**config.mk**
```make
export PLATFORM = sky130hd
export DESIGN_NAME = simon_key_schedule
export DESIGN_NICKNAME = d
export VERILOG_FILES = /design/src/rtl/simon_key_schedule.sv
export SDC_FILE = /design/constraint.sdc
export NUM_CORES = 1
export LEC_CHECK = 0
export BUFFER_PORTS_ARGS = -buffer_cell sky130_fd_sc_hd__buf_2
export CAP_MARGIN = 15
export CELL_PAD_IN_SITES_DETAIL_PLACEMENT = 1
export CELL_PAD_IN_SITES_GLOBAL_PLACEMENT = 2
export CORE_ASPECT_RATIO = 1.2
export CORE_MARGIN = 2
export CORE_UTILIZATION = 33
export CTS_BUF_LIST = sky130_fd_sc_hd__clkbuf_4
export DETAILED_ROUTE_END_ITERATION = 10
export PLACE_DENSITY = 0.85
export SETUP_SLACK_MARGIN = 0.1
export SYNTH_ARGS = -nofsm -noshare
export SYNTH_HDL_FRONTEND = slang
export SYNTH_SLANG_ARGS = --single-unit
```
**constraint.sdc**
```tcl
create_clock -name clk -period 5.3 [get_ports clk]
set_input_delay 1.06 -clock clk [delete_from_list [all_inputs] [get_ports clk]]
set_output_delay 1.06 -clock clk [all_outputs]
set_load 0.02 [all_outputs]
```
**src/rtl/simon_key_schedule.sv**
```systemverilog
// Simon 32/64 key schedule: streams round keys k0..k31, one per unstalled cycle.
// Optional key cache with forward/reverse replay is enabled by SIMON_KS_KEYCACHE_EN.
module simon_key_schedule #(
    parameter int unsigned ROUNDS = 32,
    parameter int unsigned WORD   = 16
) (
    input  logic              clk,
    input  logic              reset,
    input  logic              start,
    input  logic [4*WORD-1:0] key,
    input  logic              hold,
`ifdef SIMON_KS_KEYCACHE_EN
    input  logic              replay,
    input  logic              reverse,
`endif
    output logic [WORD-1:0]   round_key,
    output logic [4:0]        round_idx,
    output logic              key_valid,
    output logic              busy,
    output logic              done
);

    localparam logic [1:0] S_IDLE = 2'd0;
    localparam logic [1:0] S_RUN  = 2'd1;
    localparam logic [1:0] S_DONE = 2'd2;

    localparam logic [4:0]      LAST_IDX = 5'(ROUNDS - 1);
    localparam logic [WORD-1:0] C3       = {{(WORD-2){1'b0}}, 2'b11};
    // Leftmost character of the z0 string is bit 61 here, hence the 61-idx lookup.
    localparam logic [61:0]     Z0 = 62'b11111010001001010110000111001101111101000100101011000011100110;

    function automatic logic [WORD-1:0] ror(input logic [WORD-1:0] x, input int unsigned n);
        return (x >> n) | (x << (WORD - n));
    endfunction

    logic [1:0]      state_q, state_d;
    logic [WORD-1:0] w0_q, w1_q, w2_q, w3_q;
    logic [WORD-1:0] w0_d, w1_d, w2_d, w3_d;
    logic [4:0]      idx_q, idx_d;

    logic [WORD-1:0] t, tmp, knew, key_src;
    logic            zbit, at_last, run;
    logic [4:0]      idx_next;

`ifdef SIMON_KS_KEYCACHE_EN
    logic            rep_q, rep_d;
    logic            rev_q, rev_d;
    logic            filled_q, filled_d;
    logic [WORD-1:0] cache_q [ROUNDS];
`endif

    always_comb begin
        zbit = Z0[6'd61 - {1'b0, idx_q}];
        t    = ror(w3_q, 3) ^ w1_q;
        tmp  = t ^ ror(t, 1);
        knew = ~w0_q ^ tmp ^ {{(WORD-1){1'b0}}, zbit} ^ C3;
    end

`ifdef SIMON_KS_KEYCACHE_EN
    always_comb begin
        at_last  = (idx_q == ((rep_q && rev_q) ? 5'd0 : LAST_IDX));
        idx_next = (rep_q && rev_q) ? idx_q - 5'd1 : idx_q + 5'd1;
        key_src  = rep_q ? cache_q[idx_q] : w0_q;
    end
`else
    always_comb begin
        at_last  = (idx_q == LAST_IDX);
        idx_next = idx_q + 5'd1;
        key_src  = w0_q;
    end
`endif

    always_comb begin
        state_d  = state_q;
        w0_d     = w0_q;
        w1_d     = w1_q;
        w2_d     = w2_q;
        w3_d     = w3_q;
        idx_d    = idx_q;
`ifdef SIMON_KS_KEYCACHE_EN
        rep_d    = rep_q;
        rev_d    = rev_q;
        filled_d = filled_q;
`endif
        if (start) begin
            state_d = S_RUN;
            w0_d    = key[WORD-1:0];
            w1_d    = key[2*WORD-1:WORD];
            w2_d    = key[3*WORD-1:2*WORD];
            w3_d    = key[4*WORD-1:3*WORD];
            idx_d   = '0;
`ifdef SIMON_KS_KEYCACHE_EN
            rep_d    = 1'b0;
            rev_d    = 1'b0;
            filled_d = 1'b0;
`endif
        end else begin
            case (state_q)
                S_IDLE: begin
`ifdef SIMON_KS_KEYCACHE_EN
                    if (replay && filled_q) begin
                        state_d = S_RUN;
                        rep_d   = 1'b1;
                        rev_d   = reverse;
                        idx_d   = reverse ? LAST_IDX : 5'd0;
                    end
`endif
                end
                S_RUN: begin
                    if (!hold) begin
                        w0_d = w1_q;
                        w1_d = w2_q;
                        w2_d = w3_q;
                        w3_d = knew;
                        if (at_last) begin
                            state_d = S_DONE;
`ifdef SIMON_KS_KEYCACHE_EN
                            if (!rep_q) filled_d = 1'b1;
`endif
                        end else begin
                            idx_d = idx_next;
                        end
                    end
                end
                S_DONE:  state_d = S_IDLE;
                default: state_d = S_IDLE;
            endcase
        end
    end

    always_ff @(posedge clk) begin
        if (reset) begin
            state_q  <= S_IDLE;
            w0_q     <= '0;
            w1_q     <= '0;
            w2_q     <= '0;
            w3_q     <= '0;
            idx_q    <= '0;
`ifdef SIMON_KS_KEYCACHE_EN
            rep_q    <= 1'b0;
            rev_q    <= 1'b0;
            filled_q <= 1'b0;
`endif
        end else begin
            state_q  <= state_d;
            w0_q     <= w0_d;
            w1_q     <= w1_d;
            w2_q     <= w2_d;
            w3_q     <= w3_d;
            idx_q    <= idx_d;
`ifdef SIMON_KS_KEYCACHE_EN
            rep_q    <= rep_d;
            rev_q    <= rev_d;
            filled_q <= filled_d;
`endif
        end
    end

`ifdef SIMON_KS_KEYCACHE_EN
    // Validity of the cache contents is tracked by filled_q, so the array needs no reset.
    always_ff @(posedge clk) begin
        if (!reset && !start && state_q == S_RUN && !hold && !rep_q)
            cache_q[idx_q] <= w0_q;
    end
`endif

    assign run       = (state_q == S_RUN);
    assign round_key = run ? key_src : '0;
    assign round_idx = run ? idx_q : '0;
    assign key_valid = run;
    assign busy      = run;
    assign done      = (state_q == S_DONE);

endmodule
```
# [After elaboration in Yosys (flattened, before gate mapping)]
# Memory sizes are Yosys's and may differ from the RTL's.
# Index checks and enable logic that the tools add are counted.
[classes] addsub=2 n_lt_le_gt_ge=1 eq_ne=9 n_mux=19 bitwise_logic=11 n_reduce_logical=7
[op_table] op="$mux W16" count=13
[op_table] op="$xor A16 B16 Y16" count=3
[op_table] op="$not A16 Y16" count=1
[op_table] op="$or A13 B16 Y16" count=1
[op_table] op="$or A15 B16 Y16" count=1
[op_table] op="$xor A16 B1 Y16" count=1
[op_table] op="$reduce_and A3 Y1" count=3
[op_table] op="$ne A2 B2 Y1 const B" count=4
[op_table] op="$lt A6 B7 Y1 const B" count=1
[op_table] op="$ne A3 B3 Y1 const B" count=2
[op_table] op="$sub A6 B5 Y6 const A" count=1
[op_table] op="$add A5 B1 Y5 const B" count=1
[op_table] op="$eq A5 B5 Y1 const B" count=1
[op_table] op="$mux W5" count=1
[op_table] op="$mux W2" count=2
[op_table] op="$pmux W2 S2" count=1
[op_table] op="$not A1 Y1" count=3
[op_table] op="$eq A2 B1 Y1 const B" count=1
[op_table] op="$eq A2 B2 Y1 const B" count=1
[op_table] op="$logic_not A2 Y1" count=1
[op_table] op="$mux W1" count=2
[op_table] op="$not A2 Y2" count=1
[op_table] op="$reduce_and A2 Y1" count=1
[op_table] op="$reduce_bool A2 Y1" count=1
[op_table] op="$reduce_or A2 Y1" count=1
[totals] regBits=71 rom_bits=64 in_bits=68 out_inout_bits=24 elab_cells=57 n_memories=1
[mem_list] memory="(no name shown)" depth=64 word_bits=1 rd=1 rd_ports_with_merged_regs=0 write_ports=0 line_no="53" source="zbit = Z0[6'd61 - {1'b0, idx_q}];"

# [Logic depth before layout (Yosys ltp)]
# Gate-level depths: netlist of the first run.
[depth] depth_word=10 ltp_mapped=9 depth_no_buf=8

# [Worst setup path after synthesis of the first run]
# OpenSTA, ideal clock, no wires.
[synth_timing] kind="flip-flop to output port" start="register state_q[1]" end="output port round_idx[1]" arrival_ps=1212 required_time_ps=4240 setup_slack_ps=3028 stages_incl_launch_ff=4 path_cell_list="dfxtp_1 -> and2b_1 -> clkbuf_1 -> and2_1"
[synth_via] elab_chain_len=2
[synth_lines] item="start: declaration" line_no="36" source="logic [1:0] state_q, state_d;"
[synth_lines] item="start signal: assignment" line_no="145" source="state_q <= state_d;"
[synth_lines] item="$eq A2 B1 Y1" line_no="167" source="assign run = (state_q == S_RUN);"
[synth_lines] item="named net busy" line_no="19" source="output logic busy,"
[synth_lines] item="$mux W5" line_no="169" source="assign round_idx = run ? idx_q : '0;"
[synth_lines] item="end: declaration" line_no="17" source="output logic [4:0] round_idx,"
# The timed path passes the listed nets, and every way through them passes these cells.

# [Worst setup path in the final report of the first run]
[layout_timing] start="register state_q[1]" end="register w3_q[10]"
[layout_via] elab_chain_len=3
[layout_lines] item="$eq A2 B1 Y1" line_no="98" source="case (state_q)"
[layout_lines] item="$reduce_bool A2 Y1 (no line)"
[layout_lines] item="$reduce_and A2 Y1 (no line)"
[layout_lines] item="end signal: assignment" line_no="149" source="w3_q <= w3_d;"
[layout_lines] item="end: declaration" line_no="37" source="logic [WORD-1:0] w0_q, w1_q, w2_q, w3_q;"
# Every way passes these cells.
# A chain may end at the register's enable or synchronous reset.

==> results of run 1 <==
[area by class of cell]
type	count	area [um2]
repair buffers	94	480
inverters	5	18.8
multi-input cells	425	2320
flip-flops and latches	71	1420
fillers	1560	7110
clock buffers	12	90.1
well taps	157	196
clock inverters	2	33.8
diodes	1	2.50
[state kept, by name (all words and copies together) (netlist names)]
name,count
idx_q,5
key_src,16
state_q,2
w1_q,16
w2_q,16
w3_q,16
[placed cells by master (no fill, tap or decap), drive strengths merged]
cell / count
o211ai: 2
nor4b: 1
nor2: 83
clkinv: 1
buf: 94
xnor2: 50
and3: 1
mux4: 1
xor2: 3
inv: 5
o21ai: 2
and2b: 1
ha: 9
clkbuf: 12
a21oi: 115
mux2i: 2
a221oi: 1
nand3: 3
dfxtp: 71
nor2b: 2
or2: 2
o32a: 1
a32oi: 1
o32ai: 1
nand2b: 3
a21o: 1
diode: 1
nand2: 104
and2: 21
a211oi: 14
nand3b: 1
bufinv: 1
[cell families (layout without fill, tap and decap cells)]
group	after synthesis	count (layout)	synth area share
other	0	1	0
adders and majority gates	9	9	0.0284
and+or+nand+nor	222	222	0.233
AOI/OAI and AO/OA	138	138	0.192
xor gates and xnor gates	53	53	0.119
buffers and inverters	47	113	0.0599
DFF	71	71	0.358
muxes	3	3	0.0107
[critical path: stages (launching register included)]
cell	delay (ps)
dfxtp_1	320
and2b_1	700
nor2b_4	950
buf_4	470
nor2_1	80
a211oi_1	270
a21oi_1	80
nor2_1	130
[power groups by stage]
stage	Combinational, uW	Clock, uW	Sequential [uW]
floorplan	193	0	595
global placement	247	0	608
detailed placement	255	0	609
CTS	257	353	597
global route	282	375	601
finish	254	339	598
[stage by stage]
stage	setup WS [ps]	power [uW]
after floorplan	3030	789
after global placement	2310	855
after detailed placement	2280	864
after CTS	2180	1210
after global routing	1890	1260
final	2210	1190
[layer usage]
| metal | GRT usage | routed length (um) | vias up |
|---|---|---|---|
| li1 | - | - | 1905 |
| met1 | 0.245 | 5820 | 1812 |
| met2 | 0.345 | 6020 | 60 |
| met3 | 0.0215 | 304 | 13 |
| met4 | 0.0718 | 197 | 0 |
| met5 | 0 | 0 | - |
[worst max path at each step]
stage                             to  cells after the start
3_5_place_dp   idx_q[3]$_SDFFE_PP0P_                      6
2_1_floorplan           round_idx[1]                      3
5_1_grt        w3_q[10]$_SDFFE_PP0P_                      7
4_1_cts        w3_q[10]$_SDFFE_PP0P_                      7
6_report       w3_q[10]$_SDFFE_PP0P_                      7
3_3_place_gp   idx_q[3]$_SDFFE_PP0P_                      6
==> results.txt, run 1 <==
The flow ran to the end, and the final reports show no timing, DRC or antenna violations. Summed over all cells, the static leakage comes to 0.00180 uW. The signal arrival time at the worst endpoint is 3440 ps, and the placed wire-length estimate is 8870 um. The sum of overflow across all layers after global routing is 0, and the clock-pin slew reported for the worst setup and hold paths after clock tree synthesis is 110 ps. The most used flip-flop cell after synthesis is dfxtp_1.

Post-cts resize count: 0. The logs give 0 for the number of DRC violations after detailed routing and 4440 um2 for the placed standard-cell area. Synthesis handed over a netlist of 543 instances.

The tightest hold path in the finished design has a slack of 617 ps. The critical path is of the reg -> reg type. For the final database, setup skew stands at 16.6 ps. The yosys synthesis warning count is 0. The worst setup path is launched from a flip-flop. The number of pins exceeding their max-slew limit in the final report was 0.

Share of the synthesized area in the top cell type: 0.358. The clock network fraction of total power came out at 0.285. The initial cell density of the core is 0.340, and the number of cell rows is 43. The via count normalized by instance count is 4.94, and the average detailed-routed wire length per instance is 16.1 um.

The tools report the endpoint of the most critical register-to-register path as w3_q[10]$_SDFFE_PP0P_. For this block, the initial DRC count from the detailed router was 142. STA classifies the critical path endpoint as a flip-flop.

In this run the remaining antenna-violating nets after routing total 0. No sink is reached through more buffers than the 2 on the longest clock path. The floorplan step defined a core boundary enclosing 11700 um2. The sequential cell fraction of total power came out at 0.502. For flop-to-flop paths, the worst setup slack is 2210 ps. The tool flagged a number of max-cap violations equal to 0. The final weighted congestion in routability-driven placement was 0.787; the proportion of synthesized flip-flops having asynchronous set or reset was 0. Cell with the most instances after synthesis: a21oi_1. The number of cells traversed by the worst register-to-register path was 7. During placement, the flow inserted port buffers numbering 91. The number of antenna violations at the first check in global routing was 1.

The die extent in x came out at 104 um. The tools report the via count of the first global-routing pass as 3852. The number of synthesized flops with an enable pin works out to 0. Summed over all nets, the switching power comes to 359 uW. Setup violations remaining at the end of the flow were counted as 0.

TritonCTS built the clock tree. The post-route fraction of the period consumed by the critical path is 0.583, and the number of cells on the worst hold path is 4. The post-synthesis sequential element count came out at 71. The post-detailed-routing wire length was 12300 um. The origin of the worst setup path was state_q[1]$_SDFFE_PP0P_. At the later pin of the worst-skew pair, clock insertion delay measures 430 ps. The synthesized netlist occupies a cell area of 3970 um2.

The logs give 9 for the number of clock buffers inserted by TritonCTS and 0.358 for the sequential-to-total area share from yosys stat. For the finished layout, the period the worst path requires is 3090 ps. In the final design database the tool counted 683 nets.

Cell internal power was estimated by the tool at 831 uW. The hold violation total from the final report was 0; the slew at the pin closest to its max-slew limit was 1100 ps. Setup repair after global routing left no endpoint under its margin. The data required time at the worst endpoint is 5650 ps, and the power density over the cells is 261 nW/um2. The area growth from synthesis to layout is 15.0%. Clock tree root buffer cell: clkbuf_4.

Static timing analysis puts the maximum clock frequency at 324 MHz. Part of the total power dissipated in combinational logic: 0.213. The average instance area after synthesis is 7.31 um2. The worst min-delay path startpoint is w2_q[5]$_SDFFE_PP0P_. The biggest area contributor in the post-synthesis netlist is dfxtp_1. The number of setup buffers added after CTS is 0. The count of TritonRoute iterations in the first routing pass is 4.

The floorplan step defined a die boundary enclosing 12900 um2. In this run, post-CTS hold repair placed 0 buffers. The H-tree generated during clock tree synthesis spans 3 levels.

After routing, the total negative slack on setup checks comes to 0 ps. The number of top-level design ports was 92; the ratio of cells with drive above 1 in the final layout was 0.190. The via count of the routed design is 3790.

The first global-routing pass estimated 19600 um of wire. The highest fanout seen on the critical path came out at 46. The worst hold path belongs to the class reg -> reg. Entering global routing, the biggest net connects 94 pins. The max-slew headroom at the worst pin was 0.265. The net switching share of the total power was 0.302. The net count of the mapped netlist is 620, and the post-route non-filler standard cell count is 767. The run gives 4570 um2 as the final cell area excluding filler cells. The run gives 752 as the post-placement cell count. Sorting the synthesized cells by area gives the leading types as dfxtp_1, a21oi_1, xnor2_1. CTS saw 71 sinks. From bottom edge to top edge, the die measures 124 um. Worst flop-to-flop path startpoint: state_q[1]$_SDFFE_PP0P_. The tools report the worst voltage drop across the vdd grid as 0.0946 mV.

For the unique cell type count in the Yosys netlist, the log shows 38. The utilization after layout came out at 0.391. Sorting the synthesized cells by how often they occur yields a21oi_1, nand2_1, nor2_1, dfxtp_1, xnor2_1. The worst hold path terminates at w1_q[5]$_SDFFE_PP0P_.

The overall fraction of global-route tracks in use is 0.194.
Note: power is estimated with default switching activity, not from simulation.
==> run 2, diff against run 1 <==
--- a/config.mk
+++ b/config.mk
@@ -11,10 +11,10 @@
 export CELL_PAD_IN_SITES_GLOBAL_PLACEMENT = 2
 export CORE_ASPECT_RATIO = 1.2
 export CORE_MARGIN = 2
-export CORE_UTILIZATION = 33
+export CORE_UTILIZATION = 31
 export CTS_BUF_LIST = sky130_fd_sc_hd__clkbuf_4
 export DETAILED_ROUTE_END_ITERATION = 10
-export PLACE_DENSITY = 0.85
+export PLACE_DENSITY = 0.8
 export SETUP_SLACK_MARGIN = 0.1
 export SYNTH_ARGS = -nofsm -noshare
 export SYNTH_HDL_FRONTEND = slang
==> constraint.sdc (replaced) <==
create_clock -name clk -period 2.9 [get_ports clk]
set_input_delay 0.58 -clock clk [delete_from_list [all_inputs] [get_ports clk]]
set_output_delay 0.58 -clock clk [all_outputs]
set_load 0.02 [all_outputs]
==> results.txt, run 2 (synthesized netlist as in run 1, its figures left out) <==
The ratio of cells with drive above 1 in the final layout came out at 0.196 (was 0.190). The tools report the clock network latency to the later pin of the worst-skew pair as 420 ps (was 430 ps). The slew at the pin closest to its max-slew limit works out to 624 ps (was 1100 ps). The number of H-tree levels came out at 3 (unchanged). The number of pins exceeding their max-slew limit in the final report was 0 (unchanged); the met3 wirelength from detailed routing was 640 um (was 304 um). Placed wire-length estimate: 9020 um (was 8870 um). The tools report the remaining antenna violation count as 0 (unchanged). Core footprint: 12600 um2 (was 11700 um2). The tools report the endpoint kind of the worst setup timing path as an output port (was a flip-flop).

The number of I/O port buffers works out to 91 (unchanged). Most frequent cells in the layout: a21oi_1, nand2_1, buf_2, nor2_1, dfxtp_1 (unchanged). The logs give 0 (unchanged) for the number of setup violations in the final report and 3785 (was 3790) for the via count of the routed design.

The data required time at the worst endpoint is 2320 ps (was 5650 ps), and the buffers inserted during post-CTS setup optimization is 0 (unchanged). Top layer reached by signal wires: met4 (unchanged). The starting DRC count in detailed routing was 171 (was 142).

The number of DRC violations after detailed routing came out at 0 (unchanged). The overall fraction of global-route tracks in use came out at 0.184 (was 0.194). The signal arrival time at the worst endpoint was 1710 ps (was 3440 ps); the average detailed-routed wire length per instance was 15.8 um (was 16.1 um). Initial cell density of the core: 0.316 (was 0.340). The post-cts resize count was 0 (unchanged).

The clock tree root buffer cell is clkbuf_4 (unchanged). The tools report the routed length on met1 as 5760 um (was 5820 um). The post-route fraction of the period consumed by the critical path came out at 0.791. The tools report the number of max-cap violations as 0 (unchanged). Setup repair after global routing left no endpoint under its margin. Number of hold buffers added after CTS: 0 (unchanged).

Post-route setup TNS: 0 ps (unchanged). The layout overhead on the synthesized area is 16.1% (was 15.0%). The tools report the number of top-level design ports as 92 (unchanged). The count of TritonRoute iterations in the first routing pass is 4 (unchanged). The tools report the type of element launching the critical path as a flip-flop (unchanged). The clock-pin slew reported for the worst setup and hold paths after clock tree synthesis was 110 ps (about the same); the sink count of the clock tree was 71 (unchanged). The routed wire length on met2 was 5770 um (was 6020 um); the setup clock skew after layout was 11.2 ps (was 16.6 ps). The tools report the final weighted congestion in routability-driven placement as 0.776 (was 0.787). The tools report the net count reported at finish as 686 (was 683).

Path type of the worst setup path: reg -> out (was reg -> reg). The class of the worst hold path is in -> reg (was reg -> reg). The pin count of the biggest net entering global routing was 78 (was 94).

The first-pass GRT wire length is 19400 um (was 19600 um), and the maximum clock frequency is 436 MHz. The number of antenna violations at the first check in global routing is 1 (unchanged). Most frequent standard cell in the layout excluding fill and tap cells: a21oi_1 (unchanged).

The vertical extent of the die is 128 um (was 124 um). The leakage power came out at 0.00182 uW (was 0.00180 uW). The flow ran to the end, and the final reports show no timing, DRC or antenna violations. Max-slew headroom at the worst pin: 0.584 (was 0.265). The placed standard-cell area came out at 4510 um2 (was 4440 um2).

The final cell area excluding filler cells is 4610 um2 (was 4570 um2). The maximum number of buffers from clock root to sink was 2 (unchanged). The worst voltage drop across the vdd grid came out at 0.150 mV (was 0.0946 mV). The number of cell rows is 45 (was 43), and the full die area is 13700 um2 (was 12900 um2). The tools report the sum of overflow across all layers after global routing as 0 (unchanged).

TritonCTS built the clock tree. The clock period could shrink to 2290 ps. The via count normalized by instance count works out to 4.87 (was 4.94). The highest fanout seen on the critical path was 19 (was 46). The power density over the cells works out to 453 nW/um2 (was 261 nW/um2). The logs give 12300 um (about the same) for the post-detailed-routing wire length and 9 (unchanged) for the number of clock buffers inserted by TritonCTS.

The hold violation total from the final report was 0 (unchanged). The die extent in x was 107 um (was 104 um). The via count of the first global-routing pass came out at 3705 (was 3852).
-- run 2: path summary, 6_finish.rpt --
path,start,endpoint,slack (ps),cells after the start
max,state_q[1]$_SDFFE_PP0P_,round_idx[2],610,4
min,key[12],key_src[12]$_SDFFE_PP0P_,390,3
max reg2reg,idx_q[1]$_SDFFE_PP0P_,w3_q[0]$_SDFFE_PP0P_,660,7
min reg2reg,w2_q[10]$_SDFFE_PP0P_,w1_q[10]$_SDFFE_PP0P_,610,4
-- run 2: final cells by class --
cell class                      instances  area [um2]
Antenna cell                            1        2.50
Fill cell                            1606        7950
Clock buffer                           12        90.1
Multi-Input combinational cell        425        2320
Clock inverter                          2        10.0
Timing Repair Buffer                   97         541
Tap cell                              164         205
Inverter                                5        18.8
Sequential cell                        71        1420
-- run 2: critical path, stage by stage (launching register included) --
cell	delay (ps)
dfxtp_1	330
and2b_1	360
buf_4	280
and2_1	160
buf_2	160
-- run 2: metal layers --
layer | up-vias | global-route usage
li1 | 1903 | -
met1 | 1779 | 0.248
met2 | 94 | 0.300
met3 | 9 | 0.0336
met4 | 0 | 0.0542
met5 | - | 0
-- run 2: per-stage QoR --
| stage | hold WS (ps) | worst slack [ps] | utilization | total power, uW | std cells |
|---|---|---|---|---|---|
| floorplan | 529 | 935 | - | 1440 | 543 |
| global placement | 582 | 819 | 0.359 | 1580 | 762 |
| detailed placement | 599 | 713 | 0.359 | 1590 | 762 |
| CTS | 357 | 528 | 0.367 | 2130 | 776 |
| global route | 371 | 433 | 0.367 | 2220 | 777 |
| finish | 390 | 606 | 0.367 | 2090 | 777 |
-- run 2: power breakdown --
part / switching (uW) / internal [uW] / total [uW]
clock network: 334 / 194 / 528
logic: 251 / 215 / 466
registers: 62.0 / 1030 / 1090
==> run 3, diff against run 2 <==
--- a/config.mk
+++ b/config.mk
@@ -5,16 +5,17 @@
 export SDC_FILE = /design/constraint.sdc
 export NUM_CORES = 1
 export LEC_CHECK = 0
+export ABC_AREA = 1
 export BUFFER_PORTS_ARGS = -buffer_cell sky130_fd_sc_hd__buf_2
 export CAP_MARGIN = 15
 export CELL_PAD_IN_SITES_DETAIL_PLACEMENT = 1
 export CELL_PAD_IN_SITES_GLOBAL_PLACEMENT = 2
 export CORE_ASPECT_RATIO = 1.2
 export CORE_MARGIN = 2
-export CORE_UTILIZATION = 31
+export CORE_UTILIZATION = 28
 export CTS_BUF_LIST = sky130_fd_sc_hd__clkbuf_4
 export DETAILED_ROUTE_END_ITERATION = 10
-export PLACE_DENSITY = 0.8
+export PLACE_DENSITY = 0.77
 export SETUP_SLACK_MARGIN = 0.1
 export SYNTH_ARGS = -nofsm -noshare
 export SYNTH_HDL_FRONTEND = slang
==> constraint.sdc (replaced) <==
create_clock -name clk -period 2 [get_ports clk]
set_input_delay 0.4 -clock clk [delete_from_list [all_inputs] [get_ports clk]]
set_output_delay 0.4 -clock clk [all_outputs]
set_load 0.02 [all_outputs]
==> results.txt, run 3 <==
The run finished with clean final reports. The net count reported at finish is 724 (was 686), and the die extent in x is 113 um (was 107 um). The final weighted congestion in routability-driven placement came out at 0.823 (was 0.776).

Setup repair after global routing could not meet its margin everywhere. Most frequent standard cell in the layout excluding fill and tap cells: nand2_1 (was a21oi_1). Core footprint: 14200 um2 (was 12600 um2). Endpoint kind of the worst setup timing path: an output port (unchanged). The logs give 4 (unchanged) for the count of TritonRoute iterations in the first routing pass and 0 (unchanged) for the number of max-cap violations. The via count normalized by instance count was 4.78 (was 4.87); the fraction of the mapped netlist area in compound gates was 0.131 (was 0.192). The via count of the routed design is 3942 (was 3785). The overall fraction of global-route tracks in use was 0.168 (was 0.184). The via count of the first global-routing pass was 4013 (was 3705). Top cell types by occurrence after synthesis: nand2_1, dfxtp_1, a31oi_1, inv_1, nor2_1 (was a21oi_1, nand2_1, nor2_1, dfxtp_1, xnor2_1). The tools report the utilization after layout as 0.334 (was 0.367). Adder-cell share of the synthesized area: 0.0311 (was 0.0284). The highest fanout seen on the critical path was 13 (was 19). The run gives 122 (was 171) as the starting DRC count in detailed routing. The remaining antenna violation count came out at 0 (unchanged). The top layer reached by signal wires was met4 (unchanged). The clock-pin slew reported for the worst setup and hold paths after clock tree synthesis is 130 ps (was 110 ps). The full die area was 15400 um2 (was 13700 um2). The number of DRC violations after detailed routing was 0 (unchanged). TritonCTS built the clock tree. Sum of buffers and inverters on the critical path: 3 (was 2). After layout, the minimum clock period comes to 1790 ps.

For the placed standard-cell area, the log shows 4610 um2 (was 4510 um2). The sum of overflow across all layers after global routing is 0 (unchanged), and the vertical extent of the die is 135 um (was 128 um). The number of setup violations in the final report is 0 (unchanged), and the post-synthesis sequential element count is 71 (unchanged).

The peak per-stage delay on the critical path was 330 ps (was 360 ps). The post-detailed-routing wire length was 12700 um (was 12300 um); the slew at the pin closest to its max-slew limit was 394 ps (was 624 ps). The worst-path cell with the longest stage delay is dfxtp_1 (was and2b_1). The tools report the net count of the mapped netlist as 643 (was 620). The signal arrival time at the worst endpoint came out at 1390 ps (was 1710 ps). The post-route setup TNS was 0 ps (unchanged).

The worst flop-to-flop path startpoint is idx_q[2]$_SDFFE_PP0P_ (was idx_q[1]$_SDFFE_PP0P_). The leading register cell type out of synthesis was dfxtp_1 (unchanged). The cell accounting for the most synthesized area was dfxtp_1 (unchanged). The number of synthesized flops with an enable pin works out to 0 (unchanged). The origin of the worst setup path is state_q[1]$_SDFFE_PP0P_ (unchanged). The logs give 0.283 (was 0.316) for the initial cell density of the core and 464 um (was 640 um) for the met3 wirelength from detailed routing. The share of the synthesized netlist area taken by xor and xnor gates was 0.105 (was 0.119); the number of I/O port buffers was 91 (unchanged). The overall power is 3000 uW (was 2090 uW).

The pre-CTS worst setup slack came out at 187 ps (was 713 ps). The ratio of cells with drive above 1 in the final layout was 0.228 (was 0.196). The number of hold buffers added after CTS came out at 0 (unchanged). The logs give 9600 um (was 9020 um) for the placed wire-length estimate and 4020 um2 (was 3970 um2) for the combined area of all synthesized cells. The clock network latency to the later pin of the worst-skew pair is 410 ps (was 420 ps), and the number of clock buffers inserted by TritonCTS is 9 (unchanged). The logs give 71 (unchanged) for the sink count of the clock tree and 1600 ps (was 2320 ps) for the data required time at the worst endpoint. The type of element launching the critical path was a flip-flop (unchanged). The clock tree root buffer cell is clkbuf_4 (unchanged). Average instance area after synthesis: 7.12 um2 (was 7.31 um2). The sequential cell area was 1430 um2 (was 1420 um2). The post-route fraction of the period consumed by the critical path is 0.894. Most frequent cells in the layout: nand2_1, buf_2, dfxtp_1, a31oi_1, inv_1 (was a21oi_1, nand2_1, buf_2, nor2_1, dfxtp_1).

Hold violation total from the final report: 0 (unchanged). The multiplexer share of the synthesized area was 0 (was 0.0107); the power density over the cells was 633 nW/um2 (was 453 nW/um2). For the unique cell type count in the Yosys netlist, the log shows 38 (unchanged). The run gives 0 (unchanged) as the number of pins exceeding their max-slew limit in the final report.

Cells taking the most area after synthesis: dfxtp_1, nand2_1, a31oi_1 (was dfxtp_1, a21oi_1, xnor2_1). The routed wire length on met2 came out at 6370 um (was 5770 um). The yosys synthesis warning count is 0 (unchanged). The number of H-tree levels is 3 (unchanged). The count of cell instances traversed by the critical path works out to 5 (was 4). The layout overhead on the synthesized area is 18.0% (was 16.1%), and the maximum number of buffers from clock root to sink is 2 (unchanged).

Path type of the worst setup path: reg -> out (unchanged). Cell-by-cell listing of the critical path: inv_2 -> nand2_8 -> buf_8 -> nor2_1 -> buf_2 (was and2b_1 -> buf_4 -> and2_1 -> buf_2). The sequential-to-total area share from yosys stat is 0.353 (was 0.358), and the setup clock skew after layout is 18.4 ps (was 11.2 ps).

The number of top-level design ports is 92 (unchanged), and the share of the synthesized area in the top cell type is 0.353 (was 0.358). For the number of instances in the synthesized netlist, the log shows 565 (was 543). The max-slew headroom at the worst pin was 0.736 (was 0.584). Routed length on met1: 5650 um (was 5760 um).

The proportion of synthesized flip-flops having asynchronous set or reset came out at 0 (unchanged). The minimum setup slack in the final design is 213 ps (was 606 ps). The average detailed-routed wire length per instance works out to 15.4 um (was 15.8 um). The number of cells on the worst hold path works out to 3 (unchanged). The number of filler cells placed in the layout was 1830 (was 1606). Family of cells with the greatest summed delay on the critical path: buffers and inverters (was simple AND/OR/NAND/NOR gates). For the number of antenna violations at the first check in global routing, the log shows 1 (unchanged).

Class of the worst hold path: in -> reg (unchanged). The cell with the most instances after synthesis was nand2_1 (was a21oi_1). The run gives 46 (was 78) as the pin count of the biggest net entering global routing. The number of cells traversed by the worst register-to-register path works out to 11 (was 7). The simple-gate share of the synthesized area came out at 0.288 (was 0.233).

The multi-input gate area in the final layout came out at 2240 um2 (was 2320 um2). For the final cell area excluding filler cells, the log shows 4750 um2 (was 4610 um2). The worst min-delay path startpoint is key[46] (was key[12]). The tools report the first-pass GRT wire length as 20200 um (was 19400 um). The leakage power came out at 0.00205 uW (was 0.00182 uW).

Main combinational cell family by area after synthesis: simple AND/OR/NAND/NOR gates (unchanged). The maximum clock frequency was 559 MHz. The number of cell rows was 48 (was 45); the worst voltage drop across the vdd grid was 0.242 mV (was 0.150 mV).
==> run 3: changes by cell type after synthesis, sizes merged, moves of 27 or more <==
cell and change:
a31oi +50, xnor2 -36, xor2 +27, nor2 -42, inv +43, nand2 +94, a21oi -104
==> run 3: repair_timing <==
action | in CTS | in global routing
cloned | 0 | 0
gates resized for setup | 3 | 7
buffers inserted | 0 | 1
pin swaps | 0 | 1
setup endpoints to repair | 12 | 12
==> run 3: power by group <==
| part | switching (uW) | total [uW] | leakage (uW) | internal (uW) |
|---|---|---|---|---|
| registers | 88.3 | 1590 | 0.000587 | 1500 |
| logic | 380 | 650 | 0.00141 | 270 |
| clock network | 503 | 764 | 0.0000577 | 262 |
==> run 3: path summary, 6_finish.rpt <==
| kind | to | slack, ps |
|---|---|---|
| hold reg to reg | key_src[6]$_SDFFE_PP0P_ | 490 |
| hold / removal | w2_q[14]$_SDFFE_PP0P_ | 250 |
| setup / recovery | round_key[5] | 210 |
| setup reg to reg | w3_q[0]$_SDFFE_PP0P_ | 270 |
==> run 3: per-layer routing <==
| metal | vias up | track usage |
|---|---|---|
| met3 | 12 | 0.0264 |
| met5 | - | 0 |
| met1 | 1877 | 0.207 |
| met4 | 0 | 0.0617 |
| li1 | 1978 | - |
| met2 | 75 | 0.295 |
==> run 3: through the flow <==
stage	hold WS [ps]	instances
after CTS	221	823
after detailed placement	475	809
after global placement	465	809
final	249	825
after global routing	229	825
after floorplan	454	565
==> run 3: cells by family (layout without fill, tap and decap cells) <==
family,count (synthesis),after routing
and+or+nand+nor,275,275
buffers and inverters,83,167
AOI/OAI and AO/OA,82,82
DFF,71,71
xor gates and xnor gates,44,44
adders and majority gates,10,10
other,0,1
==> run 3: worst register-to-register path, delay by kind of cell (launching register included) <==
family,cells,cell delay [ps]
buffers and inverters,1,110
adders and majority gates,1,470
and+or+nand+nor,8,550
AOI/OAI and AO/OA,1,130
DFF,1,390
==> run 3: layout make-up <==
type	count	share of cell area
multi-input cells	411	0.472
flip-flops and latches	71	0.301
repair buffers	103	0.121
well taps	175	0.0461
inverters	50	0.0401
clock buffers	11	0.0174
clock inverters	3	0.00264
diodes	1	0.000527
